`config.mk`:
```
export PLATFORM = sky130hd
export DESIGN_NAME = conv_layer_loader
export DESIGN_NICKNAME = d
export VERILOG_FILES = /design/src/rtl/cnn_pkg.sv /design/src/rtl/conv_layer_loader_ram_write_port.sv /design/src/rtl/conv_layer_loader.sv
export SDC_FILE = /design/constraint.sdc
export NUM_CORES = 1
export LEC_CHECK = 0
export CAP_MARGIN = 25
export CORE_AREA = 2 2 165 167
export DETAILED_ROUTE_END_ITERATION = 8
export DIE_AREA = 0 0 167 169
export HOLD_SLACK_MARGIN = 0.05
export PLACE_DENSITY = 0.81
export SLEW_MARGIN = 10
export SYNTH_ARGS = -nofsm -noshare
export SYNTH_HDL_FRONTEND = slang
export SYNTH_SLANG_ARGS = --single-unit
```
`constraint.sdc`:
```
create_clock -name clk -period 8.45 [get_ports clk]
set_input_delay 2.1125 -clock clk [delete_from_list [all_inputs] [get_ports clk]]
set_output_delay 2.1125 -clock clk [all_outputs]
set_load 0.005 [all_outputs]
```
`src/rtl/cnn_pkg.sv`:
```
// Shared definitions for the 5x5 convolution front end: loader FSM states
// and layer geometry limits, used by both the write loader and the read-address generator.
package cnn_pkg;

  typedef enum logic [2:0] {
    IDLE,
    LOAD_W,
    LOAD_I,
    FLUSH,
    CONV,
    DONE
  } loader_state_t;

  localparam int WGT_DEPTH = 25;
  localparam int DIM_MIN   = 5;
  localparam int DIM_MAX   = 32;

  function automatic logic dimLegal(input logic [5:0] d);
    return (d >= 6'(DIM_MIN)) && (d <= 6'(DIM_MAX));
  endfunction

endpackage

```
`src/rtl/conv_layer_loader_ram_write_port.sv`:
```
// Registered RAM write driver: one write per accepted word, address taken
// from a local counter that the owner clears at the start of each layer.
module ram_write_port #(
  parameter int AW = 10,
  parameter int DW = 128
) (
  input  logic          clk,
  input  logic          rst,
  input  logic          clear,
  input  logic          wr,
  input  logic          hold,
  input  logic [DW-1:0] data,
  output logic [AW-1:0] cnt,
  output logic          en,
  output logic          we,
  output logic [AW-1:0] addr,
  output logic [DW-1:0] din
);

  always_ff @(posedge clk) begin
    if (rst) begin
      cnt  <= '0;
      we   <= 1'b0;
      addr <= '0;
      din  <= '0;
    end else begin
      we <= wr;
      if (clear) begin
        cnt <= '0;
      end else if (wr) begin
        cnt  <= cnt + 1'b1;
        addr <= cnt;
        din  <= data;
      end
    end
  end

  // hold keeps the port enabled for the read side while the engine runs
  assign en = we | hold;

endmodule

```
`src/rtl/conv_layer_loader.sv`:
```
// Layer loader: streams 25 weight words then W*H image words into the RAMs,
// then holds convStart until the engine reports a fresh convFinish.
module conv_layer_loader #(
  parameter int DW        = 128,
  parameter int IMG_AW    = 10,
  parameter int WGT_AW    = 5,
  parameter int WGT_DEPTH = 25
) (
  input  logic              clk,
  input  logic              rst,
  input  logic              start,
  input  logic [5:0]        W,
  input  logic [5:0]        H,
  input  logic              s_valid,
  output logic              s_ready,
  input  logic [DW-1:0]     s_data,
  output logic              ramWeight_en,
  output logic              ramWeight_we,
  output logic [WGT_AW-1:0] ramWeight_addrW,
  output logic [DW-1:0]     ramWeight_din,
  output logic              ramImage_en,
  output logic              ramImage_we,
  output logic [IMG_AW-1:0] ramImage_addrW,
  output logic [DW-1:0]     ramImage_din,
  output logic              convStart,
  input  logic              convFinish,
  output logic              busy,
  output logic              done,
  output logic              err
);
  import cnn_pkg::*;

  loader_state_t state, stateNxt;
  logic [10:0]       npix;
  logic              armed, errR;
  logic              legal, accept, hs, wgtWr, imgWr;
  logic [WGT_AW-1:0] wcnt;
  logic [IMG_AW-1:0] icnt;

  assign legal   = dimLegal(W) && dimLegal(H);
  assign accept  = (state == IDLE) && start && legal;
  assign s_ready = (state == LOAD_W) || (state == LOAD_I);
  assign hs      = s_valid && s_ready;
  assign wgtWr   = hs && (state == LOAD_W);
  assign imgWr   = hs && (state == LOAD_I);

  assign convStart = (state == CONV);
  assign busy      = (state != IDLE);
  assign done      = (state == DONE);
  assign err       = errR;

  always_comb begin
    stateNxt = state;
    case (state)
      IDLE:    if (accept) stateNxt = LOAD_W;
      LOAD_W:  if (wgtWr && wcnt == WGT_AW'(WGT_DEPTH - 1)) stateNxt = LOAD_I;
      LOAD_I:  if (imgWr && 11'(icnt) == npix - 11'd1) stateNxt = FLUSH;
      FLUSH:   stateNxt = CONV;
      CONV:    if (convFinish && armed) stateNxt = DONE;
      DONE:    stateNxt = IDLE;
      default: stateNxt = IDLE;
    endcase
  end

  always_ff @(posedge clk) begin
    if (rst) begin
      state <= IDLE;
      npix  <= '0;
      armed <= 1'b0;
      errR  <= 1'b0;
    end else begin
      state <= stateNxt;
      errR  <= (state == IDLE) && start && !legal;
      if (accept) npix <= 11'(W) * 11'(H);
      // a finish level left over from the previous layer must go low before it counts
      if (state != CONV)    armed <= 1'b0;
      else if (!convFinish) armed <= 1'b1;
    end
  end

  ram_write_port #(.AW(WGT_AW), .DW(DW)) uWgt (
    .clk(clk), .rst(rst), .clear(accept), .wr(wgtWr), .hold(convStart),
    .data(s_data), .cnt(wcnt), .en(ramWeight_en), .we(ramWeight_we),
    .addr(ramWeight_addrW), .din(ramWeight_din)
  );

  ram_write_port #(.AW(IMG_AW), .DW(DW)) uImg (
    .clk(clk), .rst(rst), .clear(accept), .wr(imgWr), .hold(convStart),
    .data(s_data), .cnt(icnt), .en(ramImage_en), .we(ramImage_we),
    .addr(ramImage_addrW), .din(ramImage_din)
  );

endmodule

```
==> metrics <==
number of gates resized after CTS 0; mux cell area share after synthesis 0.00166; root buffer selected by CTS clkbuf_16; worst-case headroom to the max-slew limit 0.321; dominant combinational cell family by area after synthesis simple AND/OR/NAND/NOR gates; flip-flop cell with the highest count after synthesis dfxtp_1; count of input and output buffers 424; Post-Syn Area per Cell 8.04 sq um; area fraction in compound gates after synthesis 0.142; clock insertion delay at the later pin of the skew report around 0.54 ns; number of cells on the worst hold path 2; Sinks on Clock Net roughly 300; Max Slew Vio Count 0; largest stage delay on the critical path 0.57 ns; slew at the pin closest to its max-slew limit 1.02 ns; First-pass DRT Iterations 5; TNS Setup 0 ns; quantity of hold-fixing buffers added after cts 0; core utilization of the finished layout 0.655; via count of the first global-routing pass 11053; number of register bits inferred by synthesis 304; fmax 183 MHz; WP data arrival 5.91 ns; final layout net count 2046; H-Tree Level Count 1; global-route wire length before repair a little under 60 mm; final clock period utilization by the worst path 0.648; post-detailed-routing wire length between 30 and 40 mm; TritonCTS clock tree yes; routed wire length per instance 16.9 um; capture point of the worst reg-to-reg path uWgt.din[64]$_SDFFE_PP0P_; fraction of layout instances using a drive strength above 1 0.0362; sum of buffers and inverters on the critical path 3; RSZ-0062 raised after global routing false; initial antenna violation count 2; R2R Path Start state[0]$_SDFFE_PP0P_; Die Span X 167 um; Period minus WS final 5.48 ns; Post-Syn Nets 1681; Worst Hold End uWgt.din[23]$_SDFFE_PP0P_; simple logic cell fraction of the synthesized area 0.235; number of unique standard cell types used by synthesis 56; count of flip-flops with a built-in enable after synthesis 0; DR vias 11503; cell family with the largest share of critical-path delay adder cells; Max Cap Violations 0; number of buffers on the longest clock path 3; worst-case vdd ir drop between 0.15 and 0.2 mV; floorplan die area 28200 sq um; power density of the placed cells approximately 180 nW/um^2; arithmetic-cell share of the synthesized area counting full adders, half adders and majority gates 0.0505; GRT Total Usage 0.250; y dimension of the die 169 um; Initial Util 0.454; pin count of the biggest net entering global routing 99; Worst EP required 8.88 ns; half-perimeter wire length after detailed placement 25.9 mm; placeable core region 26500 sq um; IO Count 425; post-synthesis sequential area ratio 0.506; crit path capture type flop; CTS Buf Count 31; total standard cell area after synthesis 12000 sq um; worst hold margin approximately 0.45 ns; hold path startpoint uWgt.din[23]$_SDFFE_PP0P_; number of setup buffers added after CTS 0; clock-pin slew on the worst setup and hold paths ~0.060 ns; Synth-to-Final Area Change 44.3%; xor and xnor area share after synthesis 0.0218; standard cell with the maximum stage delay on the critical path clkdlybuf4s50_1; Cells after Synth 1497; ordered cell list for the critical path clkdlybuf4s50_1 > and2_1 > fa_1 > fa_1 > inv_1 > fa_1 > inv_1 > ha_1 > nand3_1 > o211ai_1 > o41ai_1 > xnor2_1 > o22a_1; # rows 60; count of nets left with antenna violations after detail routing 0; Static Leakage 6.00 nW; result of the run complete, no violations; Clock Skew 0.00628 ns; total global routing overflow 0; cell repeated most along the worst path fa_1; register-to-register path setup slack 5.51 ns; via density per instance 5.17; startpoint kind of the worst setup timing path input port; number of design-rule violations left by the first detailed-router iteration 763; kind of path behind the tightest hold check reg2reg; async set-or-reset flop fraction in the synthesized netlist 0; critical path start-end classification in2reg; global placer's final weighted congestion 0.841; count of synthesis-stage warnings from yosys 0; number of hold violations in the final report 0; largest driver fanout on the critical path 8; Reg2Reg Depth 5; FILL cells 2176; DRC Markers 0; Final setup viols 0
[tightest hold or removal path: stages (launching register included)]
cell     delay (ns)
dfxtp_1        0.31
nand2_1        0.05
a21oi_1        0.05
[where the power goes]
| part | switching, mW | internal, mW | total (mW) |
|---|---|---|---|
| clock network | 0.551 | 0.743 | 1.29 |
| logic | 0.170 | 0.169 | 0.339 |
| registers | 0.0135 | 1.45 | 1.46 |
[worst max-delay path by stage]
stage	start	endpoint	slack, ns	cells past startpoint
2_1_floorplan	H[5]	npix[10]$_SDFFE_PP0P_	3.34	12
3_3_place_gp	W[2]	npix[10]$_SDFFE_PP0P_	2.53	13
3_5_place_dp	H[5]	npix[10]$_SDFFE_PP0P_	2.41	13
4_1_cts	H[5]	npix[10]$_SDFFE_PP0P_	3.01	13
5_1_grt	H[5]	npix[10]$_SDFFE_PP0P_	2.78	13
6_report	H[5]	npix[10]$_SDFFE_PP0P_	2.97	13
[cells in the mapped netlist (all sizes together) (2+ instances only)]
cell / count / share of area
nor3: 10 / 0.0051
nand3: 10 / 0.0042
and4: 2 / 0.0015
o21ai: 9 / 0.0056
nand4: 6 / 0.0031
nor4: 2 / 0.0016
a31o: 2 / 0.0015
nand3b: 5 / 0.0031
xor2: 17 / 0.012
dfxtp: 304 / 0.51
or3: 3 / 0.0016
o21ba: 2 / 0.0017
and3: 2 / 0.0010
or4: 2 / 0.0019
a22oi: 2 / 0.0012
and2: 27 / 0.014
mux2i: 2 / 0.0017
nand2b: 5 / 0.0026
clkbuf: 63 / 0.020
nand2: 567 / 0.18
a22o: 7 / 0.0051
o211ai: 2 / 0.0012
buf: 39 / 0.017
nor2b: 7 / 0.0043
ha: 23 / 0.024
nor2: 26 / 0.0081
inv: 22 / 0.0069
xnor2: 13 / 0.0095
a21oi: 281 / 0.12
nand4b: 2 / 0.0027
fa: 16 / 0.027
a31oi: 2 / 0.0010
[logic make-up after synthesis]
| group | count (synthesis) |
|---|---|
| fa+ha+maj | 39 |
| mux | 2 |
| flops | 304 |
| buf+inv | 124 |
| simple gates | 680 |
| xor+xnor | 30 |
| compound gates | 318 |
[through the flow]
stage | power, mW | setup slack [ns] | cells | cell area [sq um]
2_1_floorplan | 1.68 | 3.34 | 1497 | 12000
3_3_place_gp | 1.82 | 2.53 | 2168 | 16400
3_5_place_dp | 1.83 | 2.41 | 2169 | 16400
4_1_cts | 3.12 | 3.01 | 2220 | 17300
5_1_grt | 3.22 | 2.78 | 2223 | 17400
6_report | 3.10 | 2.97 | 2223 | 17400
[cell usage in the layout, fill, tap and decap left out, drive strengths merged, types with 3 or more instances in the layout]
cell type,Yosys,final
a21oi,281,281
a22o,7,7
and2,27,27
buf,39,10
clkbuf,63,46
clkdlybuf4s50,0,423
clkinv,0,3
dfxtp,304,304
fa,16,16
ha,23,23
inv,22,23
nand2,567,567
nand2b,5,5
nand3,10,10
nand3b,5,5
nand4,6,6
nor2,26,26
nor2b,7,7
nor3,10,10
o21ai,9,9
or3,3,3
xnor2,13,13
xor2,17,17
[layer usage]
layer / track usage / wire length (um)
met3: 0.0634 / 3020
met2: 0.425 / 18000
met1: 0.302 / 15100
met5: 0 / 0
met4: 0.105 / 1570
[flip-flops by register name (all words and copies together), names as in the netlist]
signal     cells
state          3
uWgt.din     128
uImg.addr     10
npix          11
uImg.we        1
uImg.cnt      10
uWgt.cnt       5
err            1
uImg.din     128
armed          1
uWgt.we        1
uWgt.addr      5
[cell type report]
cell class	count	area, sq um	share of cell area
antenna	2	5.00	0.000288
clock buffer	45	878	0.0506
clock inverter	6	63.8	0.00367
inverter	22	82.6	0.00476
multi-input combinational	1069	5460	0.314
sequential	304	6090	0.350
tap	341	427	0.0246
timing repair buffer	434	4360	0.251
No activity file was read; power rests on OpenSTA's default activity.
